`config.mk`:
```
export PLATFORM = sky130hd
export DESIGN_NAME = uart_autobaud
export DESIGN_NICKNAME = d
export VERILOG_FILES = /design/src/rtl/uart_autobaud.sv
export SDC_FILE = /design/constraint.sdc
export NUM_CORES = 1
export LEC_CHECK = 0
export BUFFER_PORTS_ARGS = -buffer_cell sky130_fd_sc_hd__buf_2
export CAP_MARGIN = 20
export CORE_ASPECT_RATIO = 0.6
export CORE_UTILIZATION = 50
export DETAILED_ROUTE_END_ITERATION = 16
export GPL_TIMING_DRIVEN = 0
export PLACE_DENSITY = 0.67
export SLEW_MARGIN = 25
export SYNTH_ARGS = -nofsm -noshare
export SYNTH_HDL_FRONTEND = slang
export SYNTH_SLANG_ARGS = --single-unit
```
`constraint.sdc`:
```
create_clock -name clock -period 13.8 [get_ports clock]
set_input_delay 0 -clock clock [delete_from_list [all_inputs] [get_ports clock]]
set_output_delay 0 -clock clock [all_outputs]
set_load 0.02 [all_outputs]
```
`src/rtl/uart_autobaud.sv`:
```
// Measures the bit period of a 0x55 sync character on RX and yields the baud divider.
// Result or error is pulsed one cycle after the deciding edge or timeout; no backpressure.
module uart_autobaud #(
    parameter int P_DIV_W   = 16,
    parameter int P_MIN_DIV = 8
) (
    input  logic               clock,
    input  logic               reset,
    input  logic               i_arm,
    input  logic               i_rx,
    output logic [P_DIV_W-1:0] o_divider,
    output logic               o_valid,
    output logic               o_done,
    output logic               o_err,
    output logic               o_busy
);
    localparam int TOT_W = P_DIV_W + 3;

    typedef enum logic [2:0] {
        ST_IDLE,
        ST_WAIT_HIGH,
        ST_WAIT_FALL,
        ST_MEASURE,
        ST_DONE,
        ST_ERR
    } state_t;

    state_t             state_q, state_d;
    logic               rx_s1_q, rx_s1_d;
    logic               rx_s2_q, rx_s2_d;
    logic               rx_s3_q, rx_s3_d;
    logic [P_DIV_W-1:0] int_cnt_q, int_cnt_d;
    logic [P_DIV_W-1:0] ref_q, ref_d;
    logic [P_DIV_W-1:0] divider_q, divider_d;
    logic [TOT_W-1:0]   tot_cnt_q, tot_cnt_d;
    logic [2:0]         edge_idx_q, edge_idx_d;
    logic               valid_q, valid_d;
    logic               done_q, done_d;
    logic               err_q, err_d;

    logic               rx_edge, rx_fall;
    logic [P_DIV_W:0]   len_x, ref_x, diff;
    logic               tol_ok;
    logic [TOT_W-1:0]   div_sum;
    logic [P_DIV_W-1:0] div_val;
    logic               div_small;

    always_comb begin
        rx_s1_d   = i_rx;
        rx_s2_d   = rx_s1_q;
        rx_s3_d   = rx_s2_q;
        rx_edge   = rx_s2_q ^ rx_s3_q;
        rx_fall   = rx_s3_q & ~rx_s2_q;
        len_x     = {1'b0, int_cnt_q};
        ref_x     = {1'b0, ref_q};
        diff      = (len_x >= ref_x) ? (len_x - ref_x) : (ref_x - len_x);
        tol_ok    = (diff <= (ref_x >> 2));
        // tot_cnt spans eight bit times, so +4 then >>3 rounds to nearest
        div_sum   = tot_cnt_q + TOT_W'(4);
        div_val   = div_sum[TOT_W-1:3];
        div_small = (div_val < P_DIV_W'(P_MIN_DIV));
    end

    always_comb begin
        state_d    = state_q;
        int_cnt_d  = int_cnt_q;
        tot_cnt_d  = tot_cnt_q;
        edge_idx_d = edge_idx_q;
        ref_d      = ref_q;
        divider_d  = divider_q;
        valid_d    = valid_q;
        done_d     = 1'b0;
        err_d      = 1'b0;

        case (state_q)
            ST_IDLE: begin
                if (i_arm) begin
                    state_d = ST_WAIT_HIGH;
                    valid_d = 1'b0;
                end
            end
            ST_WAIT_HIGH: begin
                if (rx_s2_q) state_d = ST_WAIT_FALL;
            end
            ST_WAIT_FALL: begin
                if (rx_fall) begin
                    state_d    = ST_MEASURE;
                    int_cnt_d  = P_DIV_W'(1);
                    tot_cnt_d  = TOT_W'(1);
                    edge_idx_d = 3'd0;
                    ref_d      = '0;
                end
            end
            ST_MEASURE: begin
                if (!rx_edge) begin
                    if (int_cnt_q == '1) begin
                        state_d = ST_ERR;
                        err_d   = 1'b1;
                    end else begin
                        int_cnt_d = int_cnt_q + P_DIV_W'(1);
                        tot_cnt_d = tot_cnt_q + TOT_W'(1);
                    end
                end else begin
                    int_cnt_d  = P_DIV_W'(1);
                    tot_cnt_d  = tot_cnt_q + TOT_W'(1);
                    edge_idx_d = edge_idx_q + 3'd1;
                    if (edge_idx_q == 3'd0) begin
                        ref_d = int_cnt_q;
                    end else if (!tol_ok) begin
                        state_d = ST_ERR;
                        err_d   = 1'b1;
                    end else if (edge_idx_q == 3'd7) begin
                        if (div_small) begin
                            state_d = ST_ERR;
                            err_d   = 1'b1;
                        end else begin
                            state_d   = ST_DONE;
                            done_d    = 1'b1;
                            divider_d = div_val;
                            valid_d   = 1'b1;
                        end
                    end
                end
            end
            ST_DONE: state_d = ST_IDLE;
            ST_ERR:  state_d = ST_IDLE;
            default: state_d = ST_IDLE;
        endcase
    end

    always_ff @(posedge clock or posedge reset) begin
        if (reset) begin
            state_q    <= ST_IDLE;
            rx_s1_q    <= 1'b1;
            rx_s2_q    <= 1'b1;
            rx_s3_q    <= 1'b1;
            int_cnt_q  <= '0;
            tot_cnt_q  <= '0;
            edge_idx_q <= '0;
            ref_q      <= '0;
            divider_q  <= '0;
            valid_q    <= 1'b0;
            done_q     <= 1'b0;
            err_q      <= 1'b0;
        end else begin
            state_q    <= state_d;
            rx_s1_q    <= rx_s1_d;
            rx_s2_q    <= rx_s2_d;
            rx_s3_q    <= rx_s3_d;
            int_cnt_q  <= int_cnt_d;
            tot_cnt_q  <= tot_cnt_d;
            edge_idx_q <= edge_idx_d;
            ref_q      <= ref_d;
            divider_q  <= divider_d;
            valid_q    <= valid_d;
            done_q     <= done_d;
            err_q      <= err_d;
        end
    end

    assign o_divider = divider_q;
    assign o_valid   = valid_q;
    assign o_done    = done_q;
    assign o_err     = err_q;
    assign o_busy    = (state_q != ST_IDLE);

endmodule

```
# Word level (Yosys, flattened, before mapping)
# Cells that the tools add are included.
# totals
ff_bits,79
inputBits,4
out_inout_bits,20
word_cells,101
# op_classes
addsub,6
n_lt_le_gt_ge,3
n_eq_ne,18
mux,46
bitwise,5
n_reduce_logical,11
# op_table
operator,n
16-bit two-way mux,6
16-bit case mux with 2 select lines,2
19-bit two-way mux,3
19-bit case mux with 2 select lines,1
16-bit by 16-bit subtractor with 17-bit output,2
3-bit two-way mux,10
1-bit two-way mux,20
19-bit by 1-bit adder with 19-bit output (second input constant),1
19-bit by 3-bit adder with 19-bit output (second input constant),1
2-bit inequality test (second input constant),9
17-bit by 14-bit <= comparator with 1-bit output,1
17-bit two-way mux,1
16-bit by 1-bit adder with 16-bit output (second input constant),1
16-bit equality test (second input constant),1
16-bit >= comparator,1
16-bit by 4-bit less-than comparator with 1-bit output (second input constant),1
3-bit case mux with 4 select lines,1
6-bit AND reduction,2
3-bit inequality test (second input constant),3
7-bit AND reduction,1
3-bit by 2-bit equality test with 1-bit output (second input constant),2
3-bit logical NOT,2
3-bit case mux with 2 select lines,1
3-bit AND reduction,2
11 further kinds,14

# Logic depth before layout (Yosys ltp)
# Gate-level depths: netlist (run 1).
# logic_depth
word_depth,8
ltp_mapped,24
depth_no_buf,21

# Worst setup path before layout (run 1)
# OpenSTA, ideal clock, no wires.
# synth_path
path_type,flip-flop to flip-flop
start,register int_cnt_q[7]
end,"register divider_q[0], in the netlist o_divider[0]"
setup_ns,0.125
t_arrival_ns,5.028
required_ns,13.675
setup_slack_ns,8.647
stages_incl_launch_ff,23
n_path_buf,5
period_less_slack_ns,5.153
cell_sequence,dfrtp_1 clkbuf_1 inv_1 ha_1 clkbuf_1 nand2_1 a211o_1 and2_1 o21ai_2 buf_2 mux2i_1 xnor2_1 ha_1 a21o_1 a21o_1 a221o_1 a2111oi_2 nor2_1 or3_1 nand4bb_1 buf_6 buf_12 mux2_4
# synth_between
elab_chain_cells,4
# synth_rtl
item,line_no,source
from (decl),32,"logic [P_DIV_W-1:0] int_cnt_q, int_cnt_d;"
from (signal assigned),150,int_cnt_q <= int_cnt_d;
16-bit by 16-bit subtractor with 17-bit output / 16-bit >= comparator (equally long branches),56,diff = (len_x >= ref_x) ? (len_x - ref_x) : (ref_x - len_x);
17-bit two-way mux *,56,
17-bit by 14-bit <= comparator with 1-bit output *,57,tol_ok = (diff <= (ref_x >> 2));
6-bit AND reduction (no line) *,--,
to (signal assigned),154,divider_q <= divider_d;
to (decl),34,"logic [P_DIV_W-1:0] divider_q, divider_d;"
# Every way passes the cells marked *; elsewhere a longest branch is shown, timed or not.
# A chain may end at the register's enable or synchronous reset.

# Worst setup path after layout (run 1)
# layout_path
start,register int_cnt_q[7]
end,"register divider_q[2], in the netlist o_divider[2]"
# The elaborated chain is that of the path after synthesis.

==> impl_results.md, run 1 <==
* Max Slew Vio Count at 0
* Initial DRT Pass Iterations at 5
* Nets at between 700 and 800
* DP HPWL at around 12 mm
* Finished Layout Cells at 873
* Via count at between 5000 and 6000
* Outcome: finished, final reports clean
* Leakage at 3.27 nW
* CP max stage delay at between 0.4 and 0.5 ns
* Clock latency on the worst-skew pair at 0.33 ns
* Worst Path Arrival at roughly 6.4 ns
* H-tree levels at 3
* Clk sink count at 79
* Top cell type's share of synthesized area at a little under a third
* Synth top area cells: dfrtp_1 (31%), ha_1 (11%), xnor2_1 (5.9%)
* Worst hold path type: in -> async
* RSZ-0062 raised after global routing: no
* Number of hold violations in the final report at 0
* Residual DRC at 0
* Synth Cell Area at a little over 6000 um^2
* Synth Register Bits at between 70 and 80
* Syn nets at roughly 730
* Post-CTS Hold Buffers at 3
* Placer Congestion at approximately 0.93
* CTS root buf: clkbuf_16
* DR iter-0 viols at 450
* Placed Cells at 854
* Int Pwr at between 700 and 800 uW
* Clk buf depth at 2
* Crit Path Class: reg -> reg
* Post-synth EDFFs at 0
* Chip Height at approximately 87 um
* Die Width at about 140 um
* Tcrit/Tclk final at between 40% and 50%
* CORE AREA at 11500 um^2
* Met2 wire len at 5.75 mm
* CTS tree: built
* Max-slew headroom at a little over a quarter
* Syn avg cell area at between 9 and 10 um^2
* Initial core utilization at a little over half
* Endpoints failing setup at 0
* Worst hold slack at approximately 0.21 ns
* Global-route wire length before repair at 25.0 mm
* CTS buffer count at 9
* Total gr overflow at 0
* Area leader, netlist: dfrtp_1
* Commonest non-fill, non-tap cell in the layout: dfrtp_1
* Critical path launch point type: flip-flop
* Crit path max fanout at 10
* Sw Ratio at between 40% and 50%
* Seq pwr share at between 10% and 20%
* Detailed-routing wirelength on met1 at around 8.2 mm
* GRT Util Overall at between 20% and 30%
* Reg area at just under 2000 um^2
* Max rail drop VDD at approximately 130 uV
* Post-CTS Resized at 0
* Crit path max-delay cell type: a2111oi_2
* Post-CTS setup buffers at 0
* Met3 Routed Length at between 1 and 1.5 mm
* Filler cells at between 1000 and 1500
* Slew @ Worst Pin at between 1 and 1.5 ns
* Initial antenna violation count at 0
* Power share of the combinational group at roughly two thirds
* Distinct cells, synth at between 70 and 80
* I/O pin count at 24
* Row count at 30
* Async SR Flop Fraction at 100%
* Clock transition at path regs at roughly 0.060 ns
* Area of the multi-input gates at around 3700 um^2
* Max Clock Freq at 161 MHz
* Largest net degree at the start of global routing at 53
* Clock share of power at around 16%
* Synthesized instance count at 670
* IO buf count at 23
* MaxCap Viol Count at 0
* Register area share after synthesis at 32.8%
* Tot Pwr at about 1.4 mW
* Number of global-route vias before repair at roughly 4700
* Post-route clock skew at roughly 0.0039 ns
* Delay-heaviest family, CP: compound AO/OA/AOI/OAI gates
* CP Capture Type: flip-flop
* Die area at approximately 13000 um^2
* Layout cell share with drive strength beyond 1 at 12.9%
* Setup tns final at 0 ns
* Routed Antenna Nets at 0
* Minimum clock period at 6.22 ns
* Net switching power at 667 uW
* Top Metal Used: met4
* Most frequent cells in the layout: dfrtp_1 (76), nor2_1 (61), nand2_1 (59), inv_1 (54), ha_1 (53)
* Crit path required time at 14.02 ns
* Via density at 5.80
* Layout area overhead at 11.1%
* YS warnings at 0
* Diodes inserted at 0
* Power density over the cells at between 200 and 250 nW/um^2
* Routed wire length at between 15 and 20 mm
* Wire per inst at 17.6 um
* Synth Flop Type: dfrtp_1
* Worst path cell trace: clkbuf_1, inv_1, ha_1, clkbuf_1, nand4_1, nor3_1, a41o_1, nor2_1, o21ai_2, buf_2, a211oi_1, a21oi_1, xnor2_1, ha_1, and4_1, a221o_1, a2111oi_2, nor2_1, or3_1, nand4bb_1, buf_6, buf_12, mux2_4
* Worst path bufs/invs at 6
cells by family (layout without fill, tap and decap cells):
| kind of cell | after synthesis | after routing | share of synthesized area (%) |
|---|---|---|---|
| AOI/OAI and AO/OA | 150 | 150 | 17.1 |
| muxes | 25 | 25 | 4.89 |
| DFF | 79 | 79 | 32.8 |
| adders and majority gates | 55 | 55 | 11.6 |
| xor gates and xnor gates | 58 | 58 | 8.41 |
| buffers and inverters | 86 | 129 | 6.77 |
| and+or+nand+nor | 217 | 217 | 18.4 |
power by group through the flow:
stage | sequential [mW] | clock [mW] | combinational (mW)
final | 0.270 | 0.233 | 0.927
after global routing | 0.272 | 0.249 | 1.00
after CTS | 0.269 | 0.237 | 0.899
after detailed placement | 0.274 | 0 | 0.889
after global placement | 0.273 | 0 | 0.878
after floorplan | 0.268 | 0 | 0.657
per-stage QoR:
step           worst slack, ns  instance area [um^2]  util [%]
2_1_floorplan             8.65                  6040         -
3_3_place_gp              7.68                  6360      55.2
3_5_place_dp              7.70                  6390      55.4
4_1_cts                   7.69                  6710      58.2
5_1_grt                   7.23                  6710      58.3
6_report                  7.58                  6710      58.3
Yosys cell counts, drive strengths merged, types with 12 or more instances:
| master | n |
|---|---|
| a21o | 18 |
| a21oi | 35 |
| a22o | 17 |
| buf | 12 |
| clkbuf | 19 |
| dfrtp | 76 |
| ha | 53 |
| inv | 55 |
| mux2 | 15 |
| nand2 | 59 |
| nand3 | 21 |
| nand4 | 12 |
| nor2 | 61 |
| nor3 | 15 |
| o21ai | 31 |
| xnor2 | 41 |
| xor2 | 17 |
path summary, 6_finish.rpt:
kind,from,slack [ns],endpoint,cells after the start
min in group clock,i_rx,0.31,rx_s1_q,2
max in group asynchronous,reset,12.94,rx_s2_q,4
max reg2reg,int_cnt_q[7],7.58,o_divider[2],23
min reg2reg,rx_s1_q,0.36,rx_s2_q,0
min,reset,0.21,int_cnt_q[0],3
max,int_cnt_q[7],7.58,o_divider[2],23
tightest hold or removal path: stages:
cell           delay (ns)
dlygate4sd3_1        0.53
buf_2                0.14
inv_4                0.29
final cells by class:
type                            count  area share (%)
Multi-Input combinational cell    505            54.5
Timing Repair Buffer               27            2.57
Buffer                             31            3.02
Clock inverter                      5           0.876
Clock buffer                       11            3.47
Sequential cell                    79            29.5
Tap cell                          160            2.98
Inverter                           55            3.11
state kept, by name (all words and copies together), names as in the netlist, 3 cells and up:
name	cells
o_divider	16
ref_q	16
state_q	3
edge_idx_q	3
tot_cnt_q	19
int_cnt_q	16
routing by layer:
metal  vias up  track usage [%]
met5         -                0
li1       2426                -
met4         0             5.13
met3        13             7.81
met2       198             33.2
met1      2425             42.3
Power figures use the tool's default switching activity.
==> run 2: changes to the inputs <==
--- a/config.mk
+++ b/config.mk
@@ -5,13 +5,14 @@
 export SDC_FILE = /design/constraint.sdc
 export NUM_CORES = 1
 export LEC_CHECK = 0
+export ABC_AREA = 1
 export BUFFER_PORTS_ARGS = -buffer_cell sky130_fd_sc_hd__buf_2
 export CAP_MARGIN = 20
 export CORE_ASPECT_RATIO = 0.6
 export CORE_UTILIZATION = 50
 export DETAILED_ROUTE_END_ITERATION = 16
 export GPL_TIMING_DRIVEN = 0
-export PLACE_DENSITY = 0.67
+export PLACE_DENSITY = 0.69
 export SLEW_MARGIN = 25
 export SYNTH_ARGS = -nofsm -noshare
 export SYNTH_HDL_FRONTEND = slang
==> constraint.sdc (replaced) <==
create_clock -name clock -period 5.1 [get_ports clock]
set_input_delay 0 -clock clock [delete_from_list [all_inputs] [get_ports clock]]
set_output_delay 0 -clock clock [all_outputs]
set_load 0.02 [all_outputs]
==> impl_results.md, run 2 <==
* Outcome: finished, final reports clean
* Critical path launch point type: flip-flop
* Worst hold slack at around 0.11 ns
* Hold depth at 5
* Placed Area at approximately 6600 um^2
* Placer Congestion at around 0.92
* Routed Antenna Nets at 0
* Routed wire length at roughly 18 mm
* Top post-synthesis cells by count: nand2_1 (264), inv_1 (158), dfrtp_1 (76)
* Die area at about 13000 um^2
* Syn avg cell area at 6.88 um^2
* Top cell type's share of synthesized area at between 30% and 40%
* Synth Flop Type: dfrtp_1
* Die Width at about 150 um
* Total gr overflow at 0
* RSZ-0062 raised after global routing: no
* Power density over the cells at 601 nW/um^2
* Synth Register Bits at between 70 and 80
* DR iter-0 viols at 600
* Crit Path Class: reg -> reg
* CTS tree: built
* Commonest non-fill, non-tap cell in the layout: nand2_1
* Via count at 6140
* Minimum clock period at between 4 and 5 ns
* MaxCap Viol Count at 0
* I/O pin count at 24
* Largest net degree at the start of global routing at 49
* Worst Hold Path EP: o_valid
* Reg2Reg Setup Slack at 0.39 ns
* Finished Layout Cells at ~1100
* Clock latency on the worst-skew pair at around 0.34 ns
* Max Clock Freq at between 200 and 250 MHz
* Area leader, netlist: dfrtp_1
* Max Slew Vio Count at 0
* Post-Layout Inst Area at about 7000 um^2
* Worst r2r path cells at 25
* GRT Util Overall at 28.1%
* Worst Path Arrival at between 4 and 5 ns
* Layout area overhead at 10.3%
* Reg2Reg Capture Point: o_divider[4]
* Post-synth EDFFs at 0
* Leakage at ~3.8 nW
* Endpoints failing setup at 0
* DP HPWL at 14.2 mm
* Slew @ Worst Pin at 0.689 ns
* Register area share after synthesis at a little under a third
* CTS root buf: clkbuf_16
* Clk sink count at just under 80
* Row count at 31
* Number of hold violations in the final report at 0
* Chip Height at about 89 um
* Initial DRT Pass Iterations at 5
* Via density at around 5.5
* Async SR Flop Fraction at 100%
* Placed Cells at 1103
* CORE AREA at roughly 12000 um^2
* Worst r2r src: int_cnt_q[3]
* Most frequent CP cell: nand2_1
* Initial core utilization at 51.8%
* Distinct cells, synth at 47
* CP max stage delay at 0.44 ns
* Residual DRC at 0
* Nets at 1010
* Syn nets at a little under 1000
* Max-slew headroom at around 54%
* Synthesized instance count at 914
* Crit path required time at between 5 and 6 ns
* Diodes inserted at 0
* Crit path max fanout at 10
* Crit path max-delay cell type: dfrtp_1
* Hold_sp: i_arm
* Most flops, register: tot_cnt_q
* IO buf count at 23
* Clock transition at path regs at ~0.06 ns
* Max rail drop VDD at roughly 410 uV
* YS warnings at 0
* Layout cell share with drive strength beyond 1 at just over 8%
* Initial antenna violation count at 0
* Worst path bufs/invs at 6
* Filler cells at between 1000 and 1500
* CTS buffer count at 9
* Wire per inst at between 15 and 20 um
* Delay-heaviest family, CP: simple AND/OR/NAND/NOR gates
* H-tree levels at 3
* Synth top area cells: dfrtp_1 (30%), nand2_1 (16%), ha_1 (11%)
* Global-route wire length before repair at between 20 and 30 mm
* Post-route clock skew at 0.00965 ns
* Clk buf depth at 2
* Tcrit/Tclk final at between 90% and 100%
* Worst hold path type: in -> reg
* Max reg flops at 19
* Number of global-route vias before repair at slightly above 5000
* CP Capture Type: flip-flop
* Tot Pwr at ~4.2 mW
* Most frequent cells in the layout: nand2_1 (264), inv_1 (157), dfrtp_1 (76), nor2_1 (65), ha_1 (53)
* Setup tns final at 0 ns
* Synth Cell Area at approximately 6300 um^2
* Most numerous cell in the Yosys netlist: nand2_1
-- run 2: area by class of cell --
| cell class | instances | area, um^2 | share of cell area, % |
|---|---|---|---|
| Inverter | 163 | 614 | 8.86 |
| Timing Repair Buffer | 26 | 155 | 2.24 |
| Clock buffer | 9 | 225 | 3.25 |
| Multi-Input combinational cell | 657 | 3610 | 52.1 |
| Clock inverter | 7 | 53.8 | 0.776 |
| Tap cell | 165 | 206 | 2.98 |
| Sequential cell | 79 | 1980 | 28.6 |
| Buffer | 15 | 83.8 | 1.21 |
-- run 2: per-stage QoR --
step | setup WS (ns) | utilization, %
after detailed placement | 0.488 | 54.6
after floorplan | 1.31 | -
after CTS | 0.472 | 57.1
after global placement | 0.528 | 54.4
after global routing | 0.0293 | 57.1
final | 0.386 | 57.1
-- run 2: cells by family (layout without fill, tap and decap cells) --
| kind of cell | after synthesis | after routing | share of synthesized area, % |
|---|---|---|---|
| AND/OR/NAND/NOR | 453 | 453 | 32.0 |
| buffers and inverters | 178 | 220 | 11.0 |
| AO/OA/AOI/OAI | 129 | 129 | 11.5 |
| flip-flops | 79 | 79 | 31.5 |
| adder cells (fa/ha/maj) | 55 | 55 | 11.2 |
| XOR/XNOR | 20 | 20 | 2.79 |
-- run 2: how the worst max path moves through the flow --
stage | start | end | slack, ns | cells after the start
3_3_place_gp | int_cnt_q[3] | o_divider[8] | 0.53 | 29
6_report | int_cnt_q[3] | o_divider[4] | 0.39 | 25
4_1_cts | int_cnt_q[3] | o_divider[8] | 0.47 | 29
3_5_place_dp | int_cnt_q[3] | o_divider[2] | 0.49 | 29
5_1_grt | int_cnt_q[5] | o_divider[15] | 0.03 | 26
2_1_floorplan | int_cnt_q[10] | o_divider[15] | 1.31 | 29
-- run 2: repair_timing --
item                       in CTS  in global routing
hold endpoints to repair       47                  0
buffers inserted                0                  0
setup endpoints to repair       0                 11
gates resized for setup         0                  2
hold buffers                    2                  0
-- run 2: report_power, final --
part	internal [mW]	switching, mW	total (mW)
Clock	0.334	0.285	0.619
Combinational	0.947	1.89	2.84
Sequential	0.673	0.0335	0.707
Total	1.95	2.21	4.16
-- run 2: worst reg2reg max path, delay by kind of cell (launching register included) --
kind / cells / cell delay, ns
compound gates: 2 / 0.47
buf+inv: 6 / 0.83
flops: 1 / 0.44
fa+ha+maj: 2 / 0.74
xor+xnor: 1 / 0.15
simple gates: 14 / 2.00
-- run 2: routing by layer --
layer / wire length, um / GRT usage [%] / share of wire, % / up-vias
met4: 99 / 3.98 / 0.55 / 0
met3: 1770 / 5.52 / 9.8 / 10
li1: - / - / - / 3016
met2: 6350 / 33.9 / 35 / 263
met1: 9740 / 48.4 / 54 / 2851
met5: 0 / 0 / 0 / -
==> run 3: changes to the inputs <==
--- a/config.mk
+++ b/config.mk
@@ -13,7 +13,8 @@
 export DETAILED_ROUTE_END_ITERATION = 16
 export GPL_TIMING_DRIVEN = 0
 export PLACE_DENSITY = 0.69
-export SLEW_MARGIN = 25
+export RECOVER_POWER = 25
+export SLEW_MARGIN = 20
 export SYNTH_ARGS = -nofsm -noshare
 export SYNTH_HDL_FRONTEND = slang
 export SYNTH_SLANG_ARGS = --single-unit
==> impl_results.md, run 3 (synthesis gave the netlist of run 2 again) <==
* IO buf count at 23
* Chip Height at about 89 um
* Most frequent CP cell: nand2_1
* CORE AREA at 12100 um^2
* Max Slew Vio Count at 58
* CTS tree: built
* Worst slack, placed at just over 0.5 ns
* Initial antenna violation count at 0
* Clock share of power at 15.0%
* Largest net degree at the start of global routing at between 50 and 60
* I/O pin count at 24
* H-tree levels at 3
* Number of global-route vias before repair at around 5200
* Via count at approximately 6100
* Outcome: finished, violations left
* Tcrit/Tclk final at 92.4%
* Crit path max-delay cell type: dfrtp_1
* Initial DRT Pass Iterations at 5
* Layout area overhead at 10.2%
* Final worst setup slack at ~0.39 ns
* Crit path max fanout at 10
* DR iter-0 viols at ~620
* Number of hold violations in the final report at 0
* Nets at around 1000
* Failing checks: max-capacitance violations, max-slew violations
* Max reg flops at 19
* CP max stage delay at roughly 0.43 ns
* Int Pwr at 1.96 mW
* Post-route clock skew at 0.00799 ns
* Layout cell share with drive strength beyond 1 at 7.95%
* Most frequent cells in the layout: nand2_1 (264), inv_1 (157), dfrtp_1 (76), nor2_1 (65), ha_1 (53)
* Clock transition at path regs at 0.06 ns
* Crit path required time at between 5 and 6 ns
* Crit Path Class: reg -> reg
* Clk buf depth at 2
* GRT Util Overall at 28.1%
* Tot Pwr at 4.17 mW
* Power share of the combinational group at around two thirds
* Clock latency on the worst-skew pair at approximately 0.34 ns
* DP HPWL at approximately 14 mm
* CTS root buf: clkbuf_16
* Worst hold path type: in -> reg
* Placer Congestion at 0.916
* CP Capture Type: flip-flop
* Global-route wire length before repair at about 28 mm
* Sw Ratio at between 50% and 60%
* Max-slew headroom at -108%
* Initial core utilization at around half
* Max Clock Freq at approximately 210 MHz
* Slew @ Worst Pin at 3.12 ns
* Endpoints failing setup at 0
* Via density at between 5 and 6
* Die Width at approximately 150 um
* Minimum clock period at 4.71 ns
* Setup tns final at 0 ns
* Net switching power at approximately 2.2 mW
* Seq pwr share at between 15 and 20%
* Max rail drop VDD at ~430 uV
* Filler cells at 1219
* RSZ-0062 raised after global routing: no
* MaxCap Viol Count at 1
* Critical path launch point type: flip-flop
* Routed wire length at 17.8 mm
* Row count at 31
* Routed Antenna Nets at 0
* Diodes inserted at 0
* Wire per inst at 15.9 um
* Leakage at ~3.8 nW
* Clk sink count at 79
* Power density over the cells at 603 nW/um^2
* Most flops, register: tot_cnt_q
* Residual DRC at 0
* Worst Path Arrival at 4.94 ns
* CTS buffer count at 9
* Commonest non-fill, non-tap cell in the layout: nand2_1
* Die area at roughly 13000 um^2
* Total gr overflow at 0
[run 3: per-stage QoR]
stage / util, % / instances / instance area, um^2 / hold slack [ns]
detailed placement: 54.7 / 1103 / 6640 / -0.00316
global placement: 54.4 / 1102 / 6610 / 0.115
CTS: 57.2 / 1121 / 6950 / 0.0993
finish: 57.0 / 1121 / 6930 / 0.0997
global route: 57.0 / 1121 / 6930 / 0.143
floorplan: - / 914 / 6290 / 0.00448
[run 3: power by group through the flow]
stage,logic (mW),registers (mW),clock network [mW]
CTS,2.78,0.707,0.632
global route,3.14,0.712,0.657
global placement,2.71,0.718,0
floorplan,2.05,0.714,0
detailed placement,2.76,0.718,0
finish,2.84,0.707,0.626
[run 3: final cells by class]
class | instances | area, um^2 | area share, %
clock inverter | 7 | 66.3 | 0.958
buffer | 15 | 83.8 | 1.21
tap | 165 | 206 | 2.98
clock buffer | 9 | 225 | 3.25
multi-input combinational | 657 | 3610 | 52.1
sequential | 79 | 1980 | 28.6
timing repair buffer | 26 | 139 | 2.01
inverter | 163 | 613 | 8.85
[run 3: final timing paths]
| path | start | to | cells after the start | slack [ns] |
|---|---|---|---|---|
| hold / removal | i_arm | o_valid | 5 | 0.1 |
| setup / recovery | int_cnt_q[5] | o_divider[1] | 26 | 0.39 |
| max in group asynchronous | reset | o_divider[11] | 4 | 1.30 |
| setup reg to reg | int_cnt_q[5] | o_divider[1] | 26 | 0.39 |
| min in group asynchronous | reset | tot_cnt_q[14] | 3 | 0.39 |
| hold reg to reg | rx_s1_q | rx_s2_q | 0 | 0.37 |
[run 3: metal layers]
layer | global-route usage, % | vias up | share of wire, %
met1 | 47.9 | 2859 | 54
met4 | 4.45 | 0 | 0.53
met3 | 5.15 | 12 | 9.7
li1 | - | 3013 | -
met2 | 34.6 | 244 | 36
met5 | 0 | - | 0
[run 3: timing repair]
item	CTS	global route
setup endpoints to repair	0	1
hold endpoints to repair	31	0
gates resized for setup	0	2
buffers inserted	0	0
hold buffers	2	0
[run 3: worst max-delay path: cells and delay by family, from the launching register on]
family | cells | cell delay [ns]
AOI/OAI and AO/OA | 3 | 0.62
xor gates and xnor gates | 1 | 0.15
adders and majority gates | 2 | 0.70
buffers and inverters | 6 | 0.81
DFF | 1 | 0.43
and+or+nand+nor | 14 | 1.86
